`config.mk`:
```
export PLATFORM = sky130hd
export DESIGN_NAME = mux_set
export DESIGN_NICKNAME = d
export VERILOG_FILES = /design/src/rtl/mux_set.sv
export SDC_FILE = /design/constraint.sdc
export NUM_CORES = 1
export LEC_CHECK = 0
export ABC_AREA = 1
export CAP_MARGIN = 20
export CORE_AREA = 10 10 47 49
export CTS_CLUSTER_DIAMETER = 50
export DETAILED_ROUTE_END_ITERATION = 12
export DIE_AREA = 0 0 57 59
export PLACE_DENSITY_LB_ADDON = 0.25
export RECOVER_POWER = 100
export SLEW_MARGIN = 20
export SYNTH_ARGS = -nofsm -noshare
export SYNTH_HDL_FRONTEND = slang
export SYNTH_SLANG_ARGS = --single-unit
```
`constraint.sdc`:
```
create_clock -name clk -period 1.19 [get_ports clk]
set_input_delay 0.1785 -clock clk [delete_from_list [all_inputs] [get_ports clk]]
set_output_delay 0.1785 -clock clk [all_outputs]
set_load 0.03 [all_outputs]
```
`src/rtl/mux_set.sv`:
```
// Bank of M registered N:1 word multiplexers sharing one input vector.
// Optional macro MUX_SET_SEL_ERR_EN adds a registered per-mux out-of-range flag (sel_err).
module mux_set #(
  parameter int width = 8,
  parameter int N     = 1,
  parameter int M     = 1
) (
  input  logic                      clk,
  input  logic                      reset_n,
  input  logic                      en,
  input  logic [width-1:0]          in  [N-1:0],
  input  logic [$clog2(N)-(N!=1):0] sel [M-1:0],
  output logic [width-1:0]          out [M-1:0],
  output logic                      out_valid
`ifdef MUX_SET_SEL_ERR_EN
  ,
  output logic [M-1:0]              sel_err
`endif
);
  localparam int SW = (N > 1) ? $clog2(N) : 1;

  logic out_valid_reg;

  always_ff @(posedge clk or negedge reset_n) begin
    if (!reset_n) begin
      out_valid_reg <= 1'b0;
    end else begin
      out_valid_reg <= en;
    end
  end

  assign out_valid = out_valid_reg;

  for (genvar gi = 0; gi < M; gi++) begin : g_mux
    logic [width-1:0] word_next;
    logic [width-1:0] word_reg;
`ifdef MUX_SET_SEL_ERR_EN
    logic             oor_next;
    logic             err_reg;
`endif

    if (N == 1) begin : g_single
      // A single input is routed regardless of the select bit.
      logic unused_sel;
      assign unused_sel = ^sel[gi];
      assign word_next  = in[0];
`ifdef MUX_SET_SEL_ERR_EN
      assign oor_next   = 1'b0;
`endif
    end else begin : g_multi
      // Compare against each legal index so an out-of-range select never reads past in[N-1].
      always_comb begin
        word_next = '0;
`ifdef MUX_SET_SEL_ERR_EN
        oor_next  = 1'b1;
`endif
        for (int j = 0; j < N; j++) begin
          if (sel[gi] == SW'(j)) begin
            word_next = in[j];
`ifdef MUX_SET_SEL_ERR_EN
            oor_next  = 1'b0;
`endif
          end
        end
      end
    end

    always_ff @(posedge clk or negedge reset_n) begin
      if (!reset_n) begin
        word_reg <= '0;
      end else if (en) begin
        word_reg <= word_next;
      end
    end

    assign out[gi] = word_reg;

`ifdef MUX_SET_SEL_ERR_EN
    always_ff @(posedge clk or negedge reset_n) begin
      if (!reset_n) begin
        err_reg <= 1'b0;
      end else if (en) begin
        err_reg <= oor_next;
      end
    end

    assign sel_err[gi] = err_reg;
`endif
  end

endmodule

```
==> results.sh, run 1 <==
export IMPL_synth_fp_nets=47
export IMPL_crit_path_max_incr_delay_ns=0.38
export IMPL_setup_tns_ns=0
export IMPL_synth_top_area_share=0.682
export IMPL_path_clk_slew_ns=0.06
export IMPL_power_density_mw_per_mm2=1400
export IMPL_clock_fmax_mhz=1000
export IMPL_antenna_found_initial=0
export IMPL_final_common_cell="nand2_1"
export IMPL_grt_max_degree=10
export IMPL_grt_usage=0.0540
export IMPL_dieArea_mm2=0.00336
export IMPL_p_leak_nw=0.278
export IMPL_path_cells="clkbuf_2"
export IMPL_crit_family="flip-flops"
export IMPL_route_vias_total=293
export IMPL_worstMarginPinSlew_ns=0.402
export IMPL_postSynthAreaPerCell_um2=9.44
export IMPL_hold_violations=0
export IMPL_yosys_warnings=0
export IMPL_rsz0062_at_grt="false"
export IMPL_die_w_um=57
export IMPL_avgRoutedWirePerCell_um=11.2
export IMPL_nets=72
export IMPL_crit_buf_inv=1
export IMPL_setup_slack_ns=0.192
export IMPL_wl_um=838
export IMPL_fin_area_um2=518
export IMPL_finClkSkew_ns=0
export IMPL_io_buffers=19
export IMPL_end_kind="output port"
export IMPL_fp_row_count=14
export IMPL_chipHeight_um=59
export IMPL_muxShareOfSynthArea=0
export IMPL_gp_congestion=0.682
export IMPL_maxSlewViolCount=0
export IMPL_synth_cell_type_count=4
export IMPL_io_pins=21
export IMPL_cts_hold_fix_buffers=0
export IMPL_synth_compound_gate_area_share=0
export IMPL_placed_area_um2=522
export IMPL_vdd_drop_max_uv=636
export IMPL_drive_gt1_frac=0.220
export IMPL_synthCells=35
export IMPL_routed_via_density=3.91
export IMPL_status="finished clean"
export IMPL_pre_cts_slack_ns=0.135
export IMPL_cts_sinks=9
export IMPL_max_cap_viol_count=0
export IMPL_cp_slowest_cell="dfrtp_1"
export IMPL_finalSetupViolations=0
export IMPL_fin_crit_sh=0.838
export IMPL_cts_tree="yes"
export IMPL_syn_to_final_growth_pct=56.8
export IMPL_htree_num_levels=1
export IMPL_cts_buffer_depth=2
export IMPL_cts_repair_resize_count=0
export IMPL_synthTopCellsByArea="dfrtp_1 68%, nand2_1 27%, buf_6 3.4%"
export IMPL_synth_xor_area_frac=0
export IMPL_diodes=0
export IMPL_drt_pass1_iter_count=2
export IMPL_cts_buffers=3
export IMPL_worstPathArrival_ns=0.82
export IMPL_grt_pass1_wl_um=1370
export IMPL_hold_path_class="in -> async"
export IMPL_drc=0
export IMPL_final_core_util=0.370
export IMPL_relSlewSlack=0.731
export IMPL_start_kind="flop"
export IMPL_drt_first_iter_violations=3
export IMPL_start_util=0.236
export IMPL_synth_fa_ha_area_frac=0
export IMPL_coreArea_mm2=0.00140
export IMPL_synth_simple_area_share=0.273
export IMPL_synth_largest_area_cell="dfrtp_1"
export IMPL_synth_seq_cells=9
export IMPL_synth_top_family_by_area="simple AND/OR/NAND/NOR gates"
export IMPL_cts_setup_buffers=0
export IMPL_ant_nets=0
export IMPL_cp_max_fo=2
export IMPL_required_ns=1.01
export IMPL_finalCriticalPeriod_ns=0.998
export IMPL_syn_area_um2=330
export IMPL_clockRootBuffer="clkbuf_4"
export IMPL_largest_register_ffs=8
export IMPL_post_dp_hpwl_um=685
export IMPL_power_mw=0.726
export IMPL_globalRoute_totalOverflow=0
export IMPL_worstSkewPairLatency_ns=0.25
export IMPL_grt_pass1_vias=309
export IMPL_crit_type="reg -> out"
export IMPL_ys_seq_area_frac=0.682
export IMPL_layout_cells_most_common_list="24 x nand2_1, 9 x dfrtp_1, 9 x clkbuf_2, 8 x clkdlybuf4s50_1"
-- worst paths after layout --
kind | start | to | slack [ns] | depth (start not counted)
min in group clk | in[6] | out[6]$_DFFE_PN0P_ | 0.45 | 3
setup / recovery | out[0]$_DFFE_PN0P_ | out[0] | 0.19 | 1
max in group asynchronous | reset_n | out[6]$_DFFE_PN0P_ | 0.62 | 1
hold / removal | reset_n | out_valid$_DFF_PN0_ | 0.28 | 1
setup reg to reg | out[0]$_DFFE_PN0P_ | out[0]$_DFFE_PN0P_ | 0.60 | 2
hold reg to reg | out[4]$_DFFE_PN0P_ | out[4]$_DFFE_PN0P_ | 0.47 | 2
-- per-layer routing --
layer / part of all wire / track usage / vias to the layer above / routed length (um)
met5: 0 / 0 / - / 0
met4: 0.0048 / 0.0403 / 0 / 4
met3: 0.13 / 0.0429 / 2 / 107
met2: 0.47 / 0.0806 / 10 / 395
met1: 0.39 / 0.0485 / 128 / 331
li1: - / - / 153 / -
-- layout make-up --
type | instances | area, um2
multi-input cells | 24 | 90.1
inverters | 1 | 3.75
well taps | 16 | 20.0
clock buffers | 4 | 26.3
repair buffers | 21 | 153
fillers | 172 | 883
flip-flops and latches | 9 | 225
-- where the power goes --
part / switching, mW / leakage (nW) / internal (mW) / total (mW)
sequential: 0.0120 / 0.109 / 0.332 / 0.344
clock: 0.102 / 0.0150 / 0.129 / 0.231
combinational: 0.0944 / 0.154 / 0.0564 / 0.151
total: 0.209 / 0.278 / 0.517 / 0.726
-- cells by family after synthesis --
logic type / Yosys count
and+or+nand+nor: 24
DFF: 9
buffers and inverters: 2
-- Yosys cell counts --
| master | n |
|---|---|
| dfrtp_1 | 9 |
| buf_6 | 1 |
| inv_2 | 1 |
| nand2_1 | 24 |
-- metrics by stage --
stage | hold WS (ns) | cells
3_3_place_gp | 0.456 | 71
6_report | 0.283 | 75
5_1_grt | 0.303 | 75
2_1_floorplan | -0.117 | 35
3_5_place_dp | 0.462 | 71
4_1_cts | 0.222 | 75
No activity file was read; power rests on OpenSTA's default activity.
==> run 2, diff against run 1 <==
==> constraint.sdc (replaced) <==
create_clock -name clk -period 1 [get_ports clk]
set_input_delay 0.15 -clock clk [delete_from_list [all_inputs] [get_ports clk]]
set_output_delay 0.15 -clock clk [all_outputs]
set_load 0.03 [all_outputs]
==> run 2 against run 1 <==
Sequential cell count stayed put; non-clock buffer count is 1 higher; die area stayed put; final cell count is 1.3% higher; largest cell class unchanged; highest routed layer is now met3.
==> results.sh, run 2 (synthesis results as in run 1) <==
export IMPL_status="finished clean"
export IMPL_reg2reg_from="out[2]$_DFFE_PN0P_"
export IMPL_path_clk_slew_ns=0.06
export IMPL_rr_endpoint="out[2]$_DFFE_PN0P_"
export IMPL_hold_path_class="in -> async"
export IMPL_finalCriticalPeriod_ns=0.948
export IMPL_cp_max_fo=2
export IMPL_ant_nets=0
export IMPL_dieArea_mm2=0.00336
export IMPL_internal_power_mw=0.634
export IMPL_p_comb_frac=0.227
export IMPL_grt_max_degree=10
export IMPL_cts_setup_buffers=0
export IMPL_path_cells="buf_4"
export IMPL_setup_tns_ns=0
export IMPL_required_ns=0.85
export IMPL_chipHeight_um=59
export IMPL_layout_cells_most_common_list="24 x nand2_1, 9 x dfrtp_1, 9 x buf_4, 8 x clkdlybuf4s50_1, 4 x clkbuf_1"
export IMPL_hold_violations=0
export IMPL_drt_pass1_iter_count=2
export IMPL_p_leak_nw=0.285
export IMPL_finClkSkew_ns=0
export IMPL_worstPathArrival_ns=0.80
export IMPL_grt_usage=0.0522
export IMPL_worstMarginPinSlew_ns=0.485
export IMPL_syn_to_final_growth_pct=64.8
export IMPL_fin_crit_sh=0.948
export IMPL_io_pins=21
export IMPL_drive_gt1_frac=0.217
export IMPL_routed_via_density=3.79
export IMPL_cts_hold_fix_buffers=0
export IMPL_start_kind="flop"
export IMPL_fillers=162
export IMPL_cp_slowest_cell="dfrtp_1"
export IMPL_fp_row_count=14
export IMPL_max_cap_viol_count=0
export IMPL_cts_buffers=3
export IMPL_diodes=0
export IMPL_clockRootBuffer="clkbuf_4"
export IMPL_final_common_cell="nand2_1"
export IMPL_die_w_um=57
export IMPL_io_buffers=19
export IMPL_largest_register_ffs=8
export IMPL_p_seq_frac=0.467
export IMPL_post_dp_hpwl_um=695
export IMPL_coreArea_mm2=0.00140
export IMPL_crit_buf_inv=1
export IMPL_globalRoute_totalOverflow=0
export IMPL_cts_buffer_depth=2
export IMPL_relSlewSlack=0.677
export IMPL_reg2reg_depth=2
export IMPL_wl_um=825
export IMPL_clockPowerShare=0.306
export IMPL_crit_type="reg -> out"
export IMPL_grt_pass1_wl_um=1400
export IMPL_drt_first_iter_violations=2
export IMPL_vdd_drop_max_uv=721
export IMPL_drc=0
export IMPL_start_util=0.236
export IMPL_nets=73
export IMPL_crit_path_max_incr_delay_ns=0.38
export IMPL_grt_pass1_vias=285
export IMPL_power_density_mw_per_mm2=1610
export IMPL_cts_sinks=9
export IMPL_maxSlewViolCount=0
export IMPL_cts_tree="yes"
export IMPL_placed_area_um2=529
export IMPL_finalSetupViolations=0
export IMPL_antenna_found_initial=0
export IMPL_htree_num_levels=1
export IMPL_clock_fmax_mhz=1050
export IMPL_gp_congestion=0.647
export IMPL_fin_area_um2=544
export IMPL_rsz0062_at_grt="false"
export IMPL_switching_share=0.277
export IMPL_crit_family="flip-flops"
export IMPL_ff2ff_setup_slack_ns=0.40
export IMPL_worstSkewPairLatency_ns=0.25
export IMPL_route_vias_total=288
export IMPL_cts_repair_resize_count=0
export IMPL_avgRoutedWirePerCell_um=10.9
export IMPL_p_sw_mw=0.243
export IMPL_end_kind="output port"
## run 2: cell count changes in the layout (fill, tap and decap cells not counted), sizes merged
cell | previous run | this run
clkbuf | 15 | 7
buf | 0 | 9
## run 2: power groups by stage
stage	Combinational, mW	Sequential (mW)	Clock (mW)
after floorplan	0.0359	0.479	0
after global placement	0.209	0.417	0
after detailed placement	0.211	0.416	0
after CTS	0.211	0.410	0.279
after global routing	0.214	0.414	0.300
final	0.199	0.410	0.268
## run 2: routing by layer
| metal | global-route usage | wire length, um | vias up |
|---|---|---|---|
| li1 | - | - | 153 |
| met1 | 0.0603 | 342 | 125 |
| met2 | 0.0775 | 405 | 10 |
| met3 | 0.0300 | 76 | 0 |
| met4 | 0.0201 | 0 | 0 |
| met5 | 0 | 0 | - |
## run 2: cell type report
cell class                      instances  area, um2  area share
Inverter                                1       3.75     0.00690
Clock buffer                            4       26.3      0.0483
Tap cell                               16       20.0      0.0368
Sequential cell                         9        225       0.414
Multi-Input combinational cell         24       90.1       0.166
Timing Repair Buffer                   22        179       0.329
## run 2: worst max-delay path by stage
stage,startpoint,to,depth (start not counted)
floorplan,out[0]$_DFFE_PN0P_,out[0]$_DFFE_PN0P_,2
detailed placement,en,out[6]$_DFFE_PN0P_,4
finish,out[2]$_DFFE_PN0P_,out[2],1
global route,out[2]$_DFFE_PN0P_,out[2],1
CTS,out[2]$_DFFE_PN0P_,out[2],1
global placement,en,out[6]$_DFFE_PN0P_,4
## run 2: stage by stage
step / cells / utilization / hold WS, ns / power, mW / setup slack [ns]
floorplan: 35 / - / -0.146 / 0.515 / 0.271
global placement: 72 / 0.378 / 0.446 / 0.625 / 0.00336
detailed placement: 72 / 0.378 / 0.448 / 0.627 / -0.0289
CTS: 76 / 0.396 / 0.176 / 0.900 / 0.0428
global route: 76 / 0.388 / 0.405 / 0.928 / 0.00980
finish: 76 / 0.388 / 0.359 / 0.877 / 0.0517
==> run 3, diff against run 2 <==
--- a/config.mk
+++ b/config.mk
@@ -11,7 +11,7 @@
 export CTS_CLUSTER_DIAMETER = 50
 export DETAILED_ROUTE_END_ITERATION = 12
 export DIE_AREA = 0 0 57 59
-export PLACE_DENSITY_LB_ADDON = 0.25
+export PLACE_DENSITY_LB_ADDON = 0.1
 export RECOVER_POWER = 100
 export SLEW_MARGIN = 20
 export SYNTH_ARGS = -nofsm -noshare
==> run 3 against run 2 <==
Clock power is 2% higher; highest routed layer unchanged; combinational power is 9% higher; sequential share of layout area is 1.9 points lower; power is 2.7% higher; die area stayed put; critical endpoint is now out[5].
==> results.sh, run 3 (synthesis results as in run 1) <==
export IMPL_coreArea_mm2=0.00140
export IMPL_cp_slowest_cell="dfrtp_1"
export IMPL_final_seq_area_um2=225
export IMPL_drive_gt1_frac=0.254
export IMPL_fp_row_count=14
export IMPL_drc=0
export IMPL_gp_congestion=0.588
export IMPL_grt_pass1_vias=336
export IMPL_post_dp_hpwl_um=698
export IMPL_drt_pass1_iter_count=2
export IMPL_hold_ws_ns=0.356
export IMPL_grt_max_degree=10
export IMPL_syn_to_final_growth_pct=72.7
export IMPL_finalCriticalPeriod_ns=0.953
export IMPL_max_cap_viol_count=0
export IMPL_ant_nets=0
export IMPL_layout_cells_non_filler=79
export IMPL_setup_tns_ns=0
export IMPL_io_pins=21
export IMPL_placed_area_um2=529
export IMPL_route_vias_total=317
export IMPL_die_w_um=57
export IMPL_clockRootBuffer="clkbuf_4"
export IMPL_power_density_mw_per_mm2=1580
export IMPL_final_core_util=0.407
export IMPL_hold_violations=0
export IMPL_grt_pass1_wl_um=1520
export IMPL_p_leak_nw=0.301
export IMPL_fin_area_um2=571
export IMPL_path_cells="buf_4"
export IMPL_final_common_cell="nand2_1"
export IMPL_fillers=164
export IMPL_cts_tree="yes"
export IMPL_fin_crit_sh=0.953
export IMPL_cts_hold_fix_buffers=0
export IMPL_cts_buffers=3
export IMPL_drt_first_iter_violations=2
export IMPL_routed_via_density=4.01
export IMPL_status="finished clean"
export IMPL_crit_path_max_incr_delay_ns=0.38
export IMPL_pre_cts_slack_ns=-0.00525
export IMPL_layout_cells_most_common_list="24 x nand2_1, 11 x buf_4, 9 x dfrtp_1, 8 x clkdlybuf4s50_1, 4 x clkbuf_1"
export IMPL_diodes=0
export IMPL_dieArea_mm2=0.00336
export IMPL_setup_slack_ns=0.0471
export IMPL_rsz0062_at_grt="false"
export IMPL_globalRoute_totalOverflow=0
export IMPL_crit_buf_inv=1
export IMPL_maxSlewViolCount=0
export IMPL_worstPathArrival_ns=0.80
export IMPL_multi_input_area_um2=90.1
export IMPL_end_kind="output port"
export IMPL_required_ns=0.85
export IMPL_start_kind="flop"
export IMPL_place_inst=72
export IMPL_io_buffers=19
export IMPL_vdd_drop_max_uv=750
export IMPL_grt_usage=0.0571
export IMPL_finalSetupViolations=0
export IMPL_cp_max_fo=2
export IMPL_power_mw=0.900
export IMPL_hold_path_class="in -> async"
export IMPL_avgRoutedWirePerCell_um=10.9
export IMPL_path_clk_slew_ns=0.06
export IMPL_relSlewSlack=0.684
export IMPL_worstSkewPairLatency_ns=0.25
export IMPL_cts_sinks=9
export IMPL_largest_register_ffs=8
export IMPL_crit_type="reg -> out"
export IMPL_htree_num_levels=1
export IMPL_clock_fmax_mhz=1050
export IMPL_cts_buffer_depth=2
export IMPL_nets=76
export IMPL_finClkSkew_ns=0
export IMPL_antenna_found_initial=0
export IMPL_wl_um=859
export IMPL_chipHeight_um=59
export IMPL_crit_family="flip-flops"
export IMPL_start_util=0.236
export IMPL_worstMarginPinSlew_ns=0.474
==> run 3: layer usage <==
| metal | GRT usage | vias up | wire [um] |
|---|---|---|---|
| met5 | 0 | - | 0 |
| met4 | 0 | 0 | 0 |
| met3 | 0.0515 | 0 | 88 |
| met2 | 0.0915 | 13 | 409 |
| met1 | 0.0585 | 144 | 361 |
| li1 | - | 160 | - |
==> run 3: area by class of cell <==
| cell class | instances | share of cell area |
|---|---|---|
| Timing Repair Buffer | 25 | 0.360 |
| Clock buffer | 4 | 0.0461 |
| Sequential cell | 9 | 0.395 |
| Multi-Input combinational cell | 24 | 0.158 |
| Tap cell | 16 | 0.0351 |
| Inverter | 1 | 0.00658 |
==> run 3: path summary, 6_finish.rpt <==
path	from	to	slack (ns)	depth (start not counted)
worst max-delay path	out[5]$_DFFE_PN0P_	out[5]	0.05	1
max in group asynchronous	reset_n	out[7]$_DFFE_PN0P_	0.32	2
worst max register to register	out[2]$_DFFE_PN0P_	out[2]$_DFFE_PN0P_	0.28	3
min in group clk	in[1]	out[1]$_DFFE_PN0P_	0.42	3
worst min register to register	out[1]$_DFFE_PN0P_	out[1]$_DFFE_PN0P_	0.47	2
worst min-delay path	reset_n	out[3]$_DFFE_PN0P_	0.36	2
==> run 3: repair_timing <==
item / 4_1_cts / 5_1_grt
resized for setup: 0 / 1
endpoints found under the setup margin: 0 / 3
setup buffers: 0 / 3
==> run 3: where the power goes <==
group	switching (mW)	internal (mW)
clock network	0.120	0.153
logic	0.116	0.101
registers	0.0154	0.395
total	0.251	0.649
